==> src/rtl/i2c_expander_pkg.sv <==
// Shared definitions for the SFP GPIO expander initiator and target.
// Register map, reset values and the target state encoding live here.
package i2c_expander_pkg;

    localparam logic [6:0] DEFAULT_DEV_ADDR = 7'h20;

    localparam logic [1:0] REG_INPUT    = 2'd0;
    localparam logic [1:0] REG_OUTPUT   = 2'd1;
    localparam logic [1:0] REG_POLARITY = 2'd2;
    localparam logic [1:0] REG_CONFIG   = 2'd3;

    localparam logic [7:0] OUTPUT_RST   = 8'hFF;
    localparam logic [7:0] POLARITY_RST = 8'h00;
    localparam logic [7:0] CONFIG_RST   = 8'hFF;

    typedef enum logic [3:0] {
        ST_IDLE,
        ST_ADDR,
        ST_ADDR_ACK,
        ST_PTR,
        ST_PTR_ACK,
        ST_WR_DATA,
        ST_WR_ACK,
        ST_RD_DATA,
        ST_RD_ACK,
        ST_WAIT_STOP
    } target_state_t;

endpackage

==> src/rtl/i2c_expander_target_if.sv <==
// Bus and GPIO signals of the expander target, grouped for the top-level port.
interface i2c_expander_target_if;

    logic       scl_i;
    logic       sda_i;
    logic       sda_oe;
    logic [7:0] gpio_in;
    logic [7:0] gpio_out;
    logic [7:0] gpio_cfg;
    logic       wr_strobe;
    logic [1:0] wr_reg;
    logic       busy;

    modport slave (
        input  scl_i, sda_i, gpio_in,
        output sda_oe, gpio_out, gpio_cfg, wr_strobe, wr_reg, busy
    );

    modport master (
        output scl_i, sda_i, gpio_in,
        input  sda_oe, gpio_out, gpio_cfg, wr_strobe, wr_reg, busy
    );

endinterface

==> src/rtl/i2c_expander_target_monitor.sv <==
// Bus monitor: synchronizes SCL/SDA and produces single-cycle edge and
// START/STOP pulses together with the synchronized SDA level they refer to.
module i2c_bus_monitor #(
    parameter int SYNC_STAGES = 2
) (
    input  logic clk,
    input  logic rst_n,
    input  logic scl_i,
    input  logic sda_i,
    output logic scl_rise,
    output logic scl_fall,
    output logic start,
    output logic stop,
    output logic sda
);

    logic [SYNC_STAGES-1:0] scl_sync;
    logic [SYNC_STAGES-1:0] sda_sync;
    logic                   scl_s;
    logic                   sda_s;
    logic                   scl_q;

    assign scl_s = scl_sync[SYNC_STAGES-1];
    assign sda_s = sda_sync[SYNC_STAGES-1];

    // Bring the asynchronous pad levels into the clock domain; an idle bus is high.
    always_ff @(posedge clk or negedge rst_n) begin
        if (!rst_n) begin
            scl_sync <= '1;
            sda_sync <= '1;
        end else begin
            scl_sync <= {scl_sync[SYNC_STAGES-2:0], scl_i};
            sda_sync <= {sda_sync[SYNC_STAGES-2:0], sda_i};
        end
    end

    // Edge and condition detect; using the current SCL level makes a same-cycle
    // SCL and SDA change behave as if SCL moved first.
    always_ff @(posedge clk or negedge rst_n) begin
        if (!rst_n) begin
            scl_q    <= 1'b1;
            sda      <= 1'b1;
            scl_rise <= 1'b0;
            scl_fall <= 1'b0;
            start    <= 1'b0;
            stop     <= 1'b0;
        end else begin
            scl_q    <= scl_s;
            sda      <= sda_s;
            scl_rise <= scl_s & ~scl_q;
            scl_fall <= ~scl_s & scl_q;
            start    <= scl_s & sda & ~sda_s;
            stop     <= scl_s & ~sda & sda_s;
        end
    end

endmodule

==> src/rtl/i2c_expander_target.sv <==
// I2C target emulating the 8-bit SFP GPIO expander (Input/Output/Polarity/Config).
// Samples on SCL rising edges, changes SDA only after SCL falling edges.
module i2c_expander_target
    import i2c_expander_pkg::*;
#(
    parameter logic [6:0] DEV_ADDR    = DEFAULT_DEV_ADDR,
    parameter int         SYNC_STAGES = 2
) (
    input  logic                  clk,
    input  logic                  rst_n,
    i2c_expander_target_if.slave  bus
);

    target_state_t state, state_next;
    logic          scl_rise, scl_fall, start, stop, sda;
    logic [2:0]    bit_cnt;
    logic          ack_seen;
    logic          rw;
    logic [7:0]    shift;
    logic [7:0]    byte_in;
    logic [7:0]    rd_val;
    logic [1:0]    ptr;
    logic [7:0]    out_reg, pol_reg, cfg_reg;
    logic          sda_oe_q, sda_oe_next;
    logic          wr_strobe_q;
    logic [1:0]    wr_reg_q;
    logic          byte_done;
    logic          bus_event;

    i2c_bus_monitor #(.SYNC_STAGES(SYNC_STAGES)) u_monitor (
        .clk      (clk),
        .rst_n    (rst_n),
        .scl_i    (bus.scl_i),
        .sda_i    (bus.sda_i),
        .scl_rise (scl_rise),
        .scl_fall (scl_fall),
        .start    (start),
        .stop     (stop),
        .sda      (sda)
    );

    assign byte_in   = {shift[6:0], sda};
    assign byte_done = scl_rise && (bit_cnt == 3'd7);
    assign bus_event = start || stop;

    assign bus.sda_oe    = sda_oe_q;
    assign bus.gpio_out  = out_reg;
    assign bus.gpio_cfg  = cfg_reg;
    assign bus.wr_strobe = wr_strobe_q;
    assign bus.wr_reg    = wr_reg_q;

    // Register file read port; the Input register is the live pins through polarity.
    always_comb begin
        rd_val = bus.gpio_in ^ pol_reg;
        unique case (ptr)
            REG_OUTPUT:   rd_val = out_reg;
            REG_POLARITY: rd_val = pol_reg;
            REG_CONFIG:   rd_val = cfg_reg;
            default:      rd_val = bus.gpio_in ^ pol_reg;
        endcase
    end

    // Protocol state register.
    always_ff @(posedge clk or negedge rst_n) begin
        if (!rst_n) state <= ST_IDLE;
        else        state <= state_next;
    end

    // Next-state decode; START and STOP override whatever the byte engine is doing.
    always_comb begin
        state_next = state;
        if (start) begin
            state_next = ST_ADDR;
        end else if (stop) begin
            state_next = ST_IDLE;
        end else begin
            unique case (state)
                ST_ADDR:      if (byte_done) state_next = (shift[6:0] == DEV_ADDR) ? ST_ADDR_ACK : ST_IDLE;
                ST_ADDR_ACK:  if (scl_fall && ack_seen) state_next = rw ? ST_RD_DATA : ST_PTR;
                ST_PTR:       if (byte_done) state_next = (byte_in <= 8'd3) ? ST_PTR_ACK : ST_WAIT_STOP;
                ST_PTR_ACK:   if (scl_fall && ack_seen) state_next = ST_WR_DATA;
                ST_WR_DATA:   if (byte_done) state_next = ST_WR_ACK;
                ST_WR_ACK:    if (scl_fall && ack_seen) state_next = ST_WR_DATA;
                ST_RD_DATA:   if (byte_done) state_next = ST_RD_ACK;
                ST_RD_ACK: begin
                    if (scl_rise && sda)            state_next = ST_WAIT_STOP;
                    else if (scl_fall && ack_seen)  state_next = ST_RD_DATA;
                end
                default:      state_next = state;
            endcase
        end
    end

    // SDA drive decision and busy flag; SDA only changes on an SCL falling edge.
    always_comb begin
        sda_oe_next = sda_oe_q;
        bus.busy    = (state != ST_IDLE);
        if (bus_event) begin
            sda_oe_next = 1'b0;
        end else if (scl_fall) begin
            unique case (state)
                ST_ADDR_ACK:          sda_oe_next = !ack_seen ? 1'b1 : (rw ? ~rd_val[7] : 1'b0);
                ST_PTR_ACK, ST_WR_ACK: sda_oe_next = !ack_seen;
                ST_RD_DATA:           sda_oe_next = ~shift[7];
                ST_RD_ACK:            sda_oe_next = ack_seen ? ~rd_val[7] : 1'b0;
                default:              sda_oe_next = 1'b0;
            endcase
        end
    end

    // Bit counter, shift register, register file and write strobe.
    always_ff @(posedge clk or negedge rst_n) begin
        if (!rst_n) begin
            bit_cnt     <= 3'd0;
            ack_seen    <= 1'b0;
            rw          <= 1'b0;
            shift       <= 8'h00;
            ptr         <= REG_INPUT;
            out_reg     <= OUTPUT_RST;
            pol_reg     <= POLARITY_RST;
            cfg_reg     <= CONFIG_RST;
            sda_oe_q    <= 1'b0;
            wr_strobe_q <= 1'b0;
            wr_reg_q    <= 2'd0;
        end else begin
            wr_strobe_q <= 1'b0;
            sda_oe_q    <= sda_oe_next;
            if (bus_event || (state_next != state)) begin
                bit_cnt  <= 3'd0;
                ack_seen <= 1'b0;
            end else if (scl_rise) begin
                bit_cnt  <= bit_cnt + 3'd1;
                ack_seen <= 1'b1;
            end
            if (!bus_event && scl_rise) begin
                unique case (state)
                    ST_ADDR: begin
                        shift <= byte_in;
                        if (byte_done) rw <= sda;
                    end
                    ST_PTR: begin
                        shift <= byte_in;
                        if (byte_done && (byte_in <= 8'd3)) ptr <= byte_in[1:0];
                    end
                    ST_WR_DATA: begin
                        shift <= byte_in;
                        if (byte_done && (ptr != REG_INPUT)) begin
                            wr_strobe_q <= 1'b1;
                            wr_reg_q    <= ptr;
                            unique case (ptr)
                                REG_OUTPUT:   out_reg <= byte_in;
                                REG_POLARITY: pol_reg <= byte_in;
                                default:      cfg_reg <= byte_in;
                            endcase
                        end
                    end
                    default: ;
                endcase
            end else if (!bus_event && scl_fall) begin
                unique case (state)
                    ST_RD_DATA:  shift <= {shift[6:0], 1'b0};
                    ST_ADDR_ACK: if (ack_seen && rw) shift <= {rd_val[6:0], 1'b0};
                    ST_RD_ACK:   if (ack_seen) shift <= {rd_val[6:0], 1'b0};
                    default: ;
                endcase
            end
        end
    end

endmodule

==> src/flat_wrapper.sv <==
// flat-port wrapper written by rule: the top's interface ports become plain ports
module i2c_expander_target_flat import i2c_expander_pkg::*;
#(
    parameter logic [6:0] DEV_ADDR    = DEFAULT_DEV_ADDR,
    parameter int         SYNC_STAGES = 2
)
  (clk, rst_n, bus_scl_i, bus_sda_i, bus_gpio_in, bus_sda_oe, bus_gpio_out, bus_gpio_cfg, bus_wr_strobe, bus_wr_reg, bus_busy);
  i2c_expander_target_if bus_i ();
  input  logic clk;
  input  logic rst_n;
  input wire logic [$bits(bus_i.scl_i)-1:0] bus_scl_i;
  input wire logic [$bits(bus_i.sda_i)-1:0] bus_sda_i;
  input wire logic [$bits(bus_i.gpio_in)-1:0] bus_gpio_in;
  output wire logic [$bits(bus_i.sda_oe)-1:0] bus_sda_oe;
  output wire logic [$bits(bus_i.gpio_out)-1:0] bus_gpio_out;
  output wire logic [$bits(bus_i.gpio_cfg)-1:0] bus_gpio_cfg;
  output wire logic [$bits(bus_i.wr_strobe)-1:0] bus_wr_strobe;
  output wire logic [$bits(bus_i.wr_reg)-1:0] bus_wr_reg;
  output wire logic [$bits(bus_i.busy)-1:0] bus_busy;
  assign bus_i.scl_i = bus_scl_i;
  assign bus_i.sda_i = bus_sda_i;
  assign bus_i.gpio_in = bus_gpio_in;
  assign bus_sda_oe = bus_i.sda_oe;
  assign bus_gpio_out = bus_i.gpio_out;
  assign bus_gpio_cfg = bus_i.gpio_cfg;
  assign bus_wr_strobe = bus_i.wr_strobe;
  assign bus_wr_reg = bus_i.wr_reg;
  assign bus_busy = bus_i.busy;
  i2c_expander_target #(.DEV_ADDR(DEV_ADDR), .SYNC_STAGES(SYNC_STAGES)) u_core (.clk(clk), .rst_n(rst_n), .bus(bus_i));
endmodule
==> config.mk <==
export PLATFORM = sky130hd
export DESIGN_NAME = i2c_expander_target_flat
export DESIGN_NICKNAME = d
export VERILOG_FILES = /design/src/rtl/i2c_expander_pkg.sv /design/src/rtl/i2c_expander_target_if.sv /design/src/rtl/i2c_expander_target_monitor.sv /design/src/rtl/i2c_expander_target.sv /design/src/flat_wrapper.sv
export SDC_FILE = /design/constraint.sdc
export NUM_CORES = 1
export LEC_CHECK = 0
export BUFFER_PORTS_ARGS = -buffer_cell sky130_fd_sc_hd__buf_2
export CORE_ASPECT_RATIO = 0.8
export CORE_MARGIN = 1
export CORE_UTILIZATION = 35
export CTS_CLUSTER_SIZE = 14
export DETAILED_ROUTE_END_ITERATION = 8
export PLACE_DENSITY = 0.61
export SLEW_MARGIN = 10
export SYNTH_ARGS = -nofsm -noshare
export SYNTH_HDL_FRONTEND = slang
export SYNTH_SLANG_ARGS = --single-unit
export TNS_END_PERCENT = 10
==> constraint.sdc <==
create_clock -name clk -period 2.45 [get_ports clk]
set_input_delay 0.3675 -clock clk [delete_from_list [all_inputs] [get_ports clk]]
set_output_delay 0.3675 -clock clk [all_outputs]
set_load 0.005 [all_outputs]
==> reports/metrics.csv <==
stage,metric,value,unit
clock_network,latest clock arrival within the worst-skew pair,0.34,ns
clock_network,hold buffers post-CTS,0,
route,DRT iter0 DRCs,218,
worst_setup_path,Bufs and invs on worst path,1,
route,per-cell routed wire length,16.0,um
power,Lkg Pwr,0.00160,uW
global_routing,vias in the first global route,2115,
sta,final setup fails,0,
sta,Worst Tran Pin Value,0.719,ns
die,io pins,33,
route,vias,2243,
sta,Setup Skew,0.00523,ns
yosys,synth warn,0,
die,Die ar.,8880,um^2
clock_network,post-cts resize count,0,
die,chip width,105,um
clock_network,CTS tree,built,
cells_and_area,fill count,770,
yosys,"Seq/Total Area, Yosys",48.9,%
power,final total power,2830,uW
die,Initial Utilization,36.8,%
die,# rows,29,
cells_and_area,antenna cells,0,
sta,Final Hold Viols,0,
cells_and_area,most frequent cells in the layout,"44 x mux2_2, 35 x dfrtp_1, 32 x buf_2",
yosys,synth top area cells,"dfrtp_1 29%, dfstp_2 19%, mux2_2 17%",
sta,Sum Neg Setup Slack,0,ns
clock_network,number of buffers created by CTS,9,
job,maxcap violations,0,
sta,final worst-path cycle share,89.9,%
yosys,Synth Net Count,282,
global_routing,total gr overflow,0,
route,WL final,6620,um
global_routing,initial antenna violation count,0,
sta,RSZ-0062 raised after global routing,false,
yosys,"Cell Area, Synth",2980,um^2
yosys,area share of the largest cell type after synthesis,29.4,%
worst_setup_path,WP data required,2.72,ns
route,Pre-antenna DRT Iters,5,
clock_network,clk root buf,clkbuf_8,
sta,WHS,0.0255,ns
worst_hold_path,worst hold path type,input pin to async pin,
placed_design,Port Buf Inserts,32,
yosys,Mapped Avg Cell Area,11.3,um^2
clock_network,clk buf depth,2,
sta,Rel. slew slack,51.7,%
worst_setup_path,"critical path fanouts, max",18,
yosys,Syn Inst Count,264,
worst_setup_path,Critical-path top delay cell,nor4_4,
cells_and_area,nets,319,
placed_design,GP Congestion,0.935,
yosys,ys async rst share,100,%
route,number of remaining DRC errors,0,
yosys,"EDFF count, synth",0,
yosys,Yosys top cell by area,dfrtp_1,
cells_and_area,"commonest non-fill, non-tap cell in the layout",mux2_2,
status,outcome,completed,
worst_setup_path,Worst path max stage delay,0.77,ns
power,Max VDD drop,0.436,mV
cells_and_area,Non-Filler Instances,414,
die,core area,8090,um^2
route,Post-DRT Antenna Nets,0,
route,mean number of vias per cell,5.42,
worst_setup_path,Setup CP Type,flip-flop to flip-flop,
yosys,Synth Register Bits,57,
die,Die H,84.5,um
placed_design,Cell Count Post-Placement,398,
sta,fmax,0.454,GHz
worst_setup_path,WP data arrival,2.47,ns
placed_design,Post-DP HPWL,4690,um
sta,"Slew Viols, Final",0,
worst_setup_path,"delay-heaviest family, CP",simple AND/OR/NAND/NOR gates,
cells_and_area,final core occ,43.2,%
worst_setup_path,"reg-to-reg slack, setup",0.25,ns
yosys,top_reg_cell synth,dfrtp_1,
yosys,post-synth cell types,49,
clock_network,Setup Buffers After CTS,0,
cells_and_area,Layout area overhead,17.4,%
clock_network,"CTS clk-pin slew, worst paths",0.07,ns
global_routing,Total GRT Usage,16.3,%
global_routing,pin count of the biggest net entering global routing,34,
global_routing,first-pass GRT wire length,11200,um
clock_network,CTS Sinks,57,
cells_and_area,share of cells above drive strength 1,43.1,%
clock_network,H-tree Lvls,3,
sta,Final min period,2.20,ns
worst_setup_path,CP cell instances,inv_1 > ha_1 > nor4_4 > mux2_2,
worst_setup_path,CP Launch Type,flip-flop,
power,pwr/cell area,810,nW/um^2
worst_setup_path,critical path capture point type,flip-flop,
-- path summary, 6_finish.rpt --
| check | from | to | depth (start not counted) |
|---|---|---|---|
| max reg2reg | u_core.ptr[0]$_DFFE_PN0P_ | u_core.bus.gpio_cfg[0]$_DFFE_PN1P_ | 4 |
| max | u_core.ptr[0]$_DFFE_PN0P_ | u_core.bus.gpio_cfg[0]$_DFFE_PN1P_ | 4 |
| min in group clk | bus_sda_i | u_core.u_monitor.sda_sync[0]$_DFF_PN1_ | 1 |
| min | rst_n | u_core.pol_reg[5]$_DFFE_PN0P_ | 1 |
| max in group asynchronous | rst_n | u_core.bus.gpio_out[7]$_DFFE_PN1P_ | 2 |
| min reg2reg | u_core.u_monitor.scl_sync[0]$_DFF_PN1_ | u_core.u_monitor.scl_sync[1]$_DFF_PN1_ | 0 |
-- layer usage --
layer	routed length, um	up-vias	GRT usage [%]
li1	-	1051	-
met1	3280	1105	24.6
met2	2840	78	22.1
met3	419	9	4.50
met4	90	0	5.89
met5	0	-	0
-- metrics by stage --
stage	area, um^2	setup slack (ns)
final	3490	0.247
after global routing	3490	0.0530
after CTS	3490	0.186
after detailed placement	3270	0.200
after global placement	3270	0.237
after floorplan	2980	0.508
-- power breakdown --
| group | internal [uW] | switching (uW) | leakage (uW) |
|---|---|---|---|
| Clock | 598 | 374 | 0.000113 |
| Sequential | 1050 | 200 | 0.000701 |
| Combinational | 316 | 290 | 0.000783 |
| Total | 1960 | 864 | 0.00160 |
-- cell type report --
type	count	area, um^2	area share (%)
flip-flops and latches	57	1450	41.6
multi-input cells	187	1430	40.9
repair buffers	40	233	6.66
clock buffers	11	141	4.05
well taps	108	135	3.87
clock inverters	5	78.8	2.26
inverters	6	22.5	0.645
-- synth_stat cells, types with 3 or more instances --
cell type	number
mux2_2	44
dfrtp_1	35
dfstp_2	22
nand2_1	22
o21ai_0	17
nor2_1	15
a21oi_1	9
clkbuf_1	8
xor2_1	8
a222oi_1	7
nor4_1	7
ha_1	6
inv_1	6
nand3_1	5
nand2b_1	4
buf_2	3
-- logic make-up after synthesis --
family	Yosys count	synth area share, %
AO/OA/AOI/OAI	50	11.6
XOR/XNOR	10	2.94
multiplexers	46	17.3
AND/OR/NAND/NOR	75	13.6
flip-flops	57	48.9
adder cells (fa/ha/maj)	6	2.52
buffers and inverters	20	3.15
No activity file was read; power rests on OpenSTA's default activity.
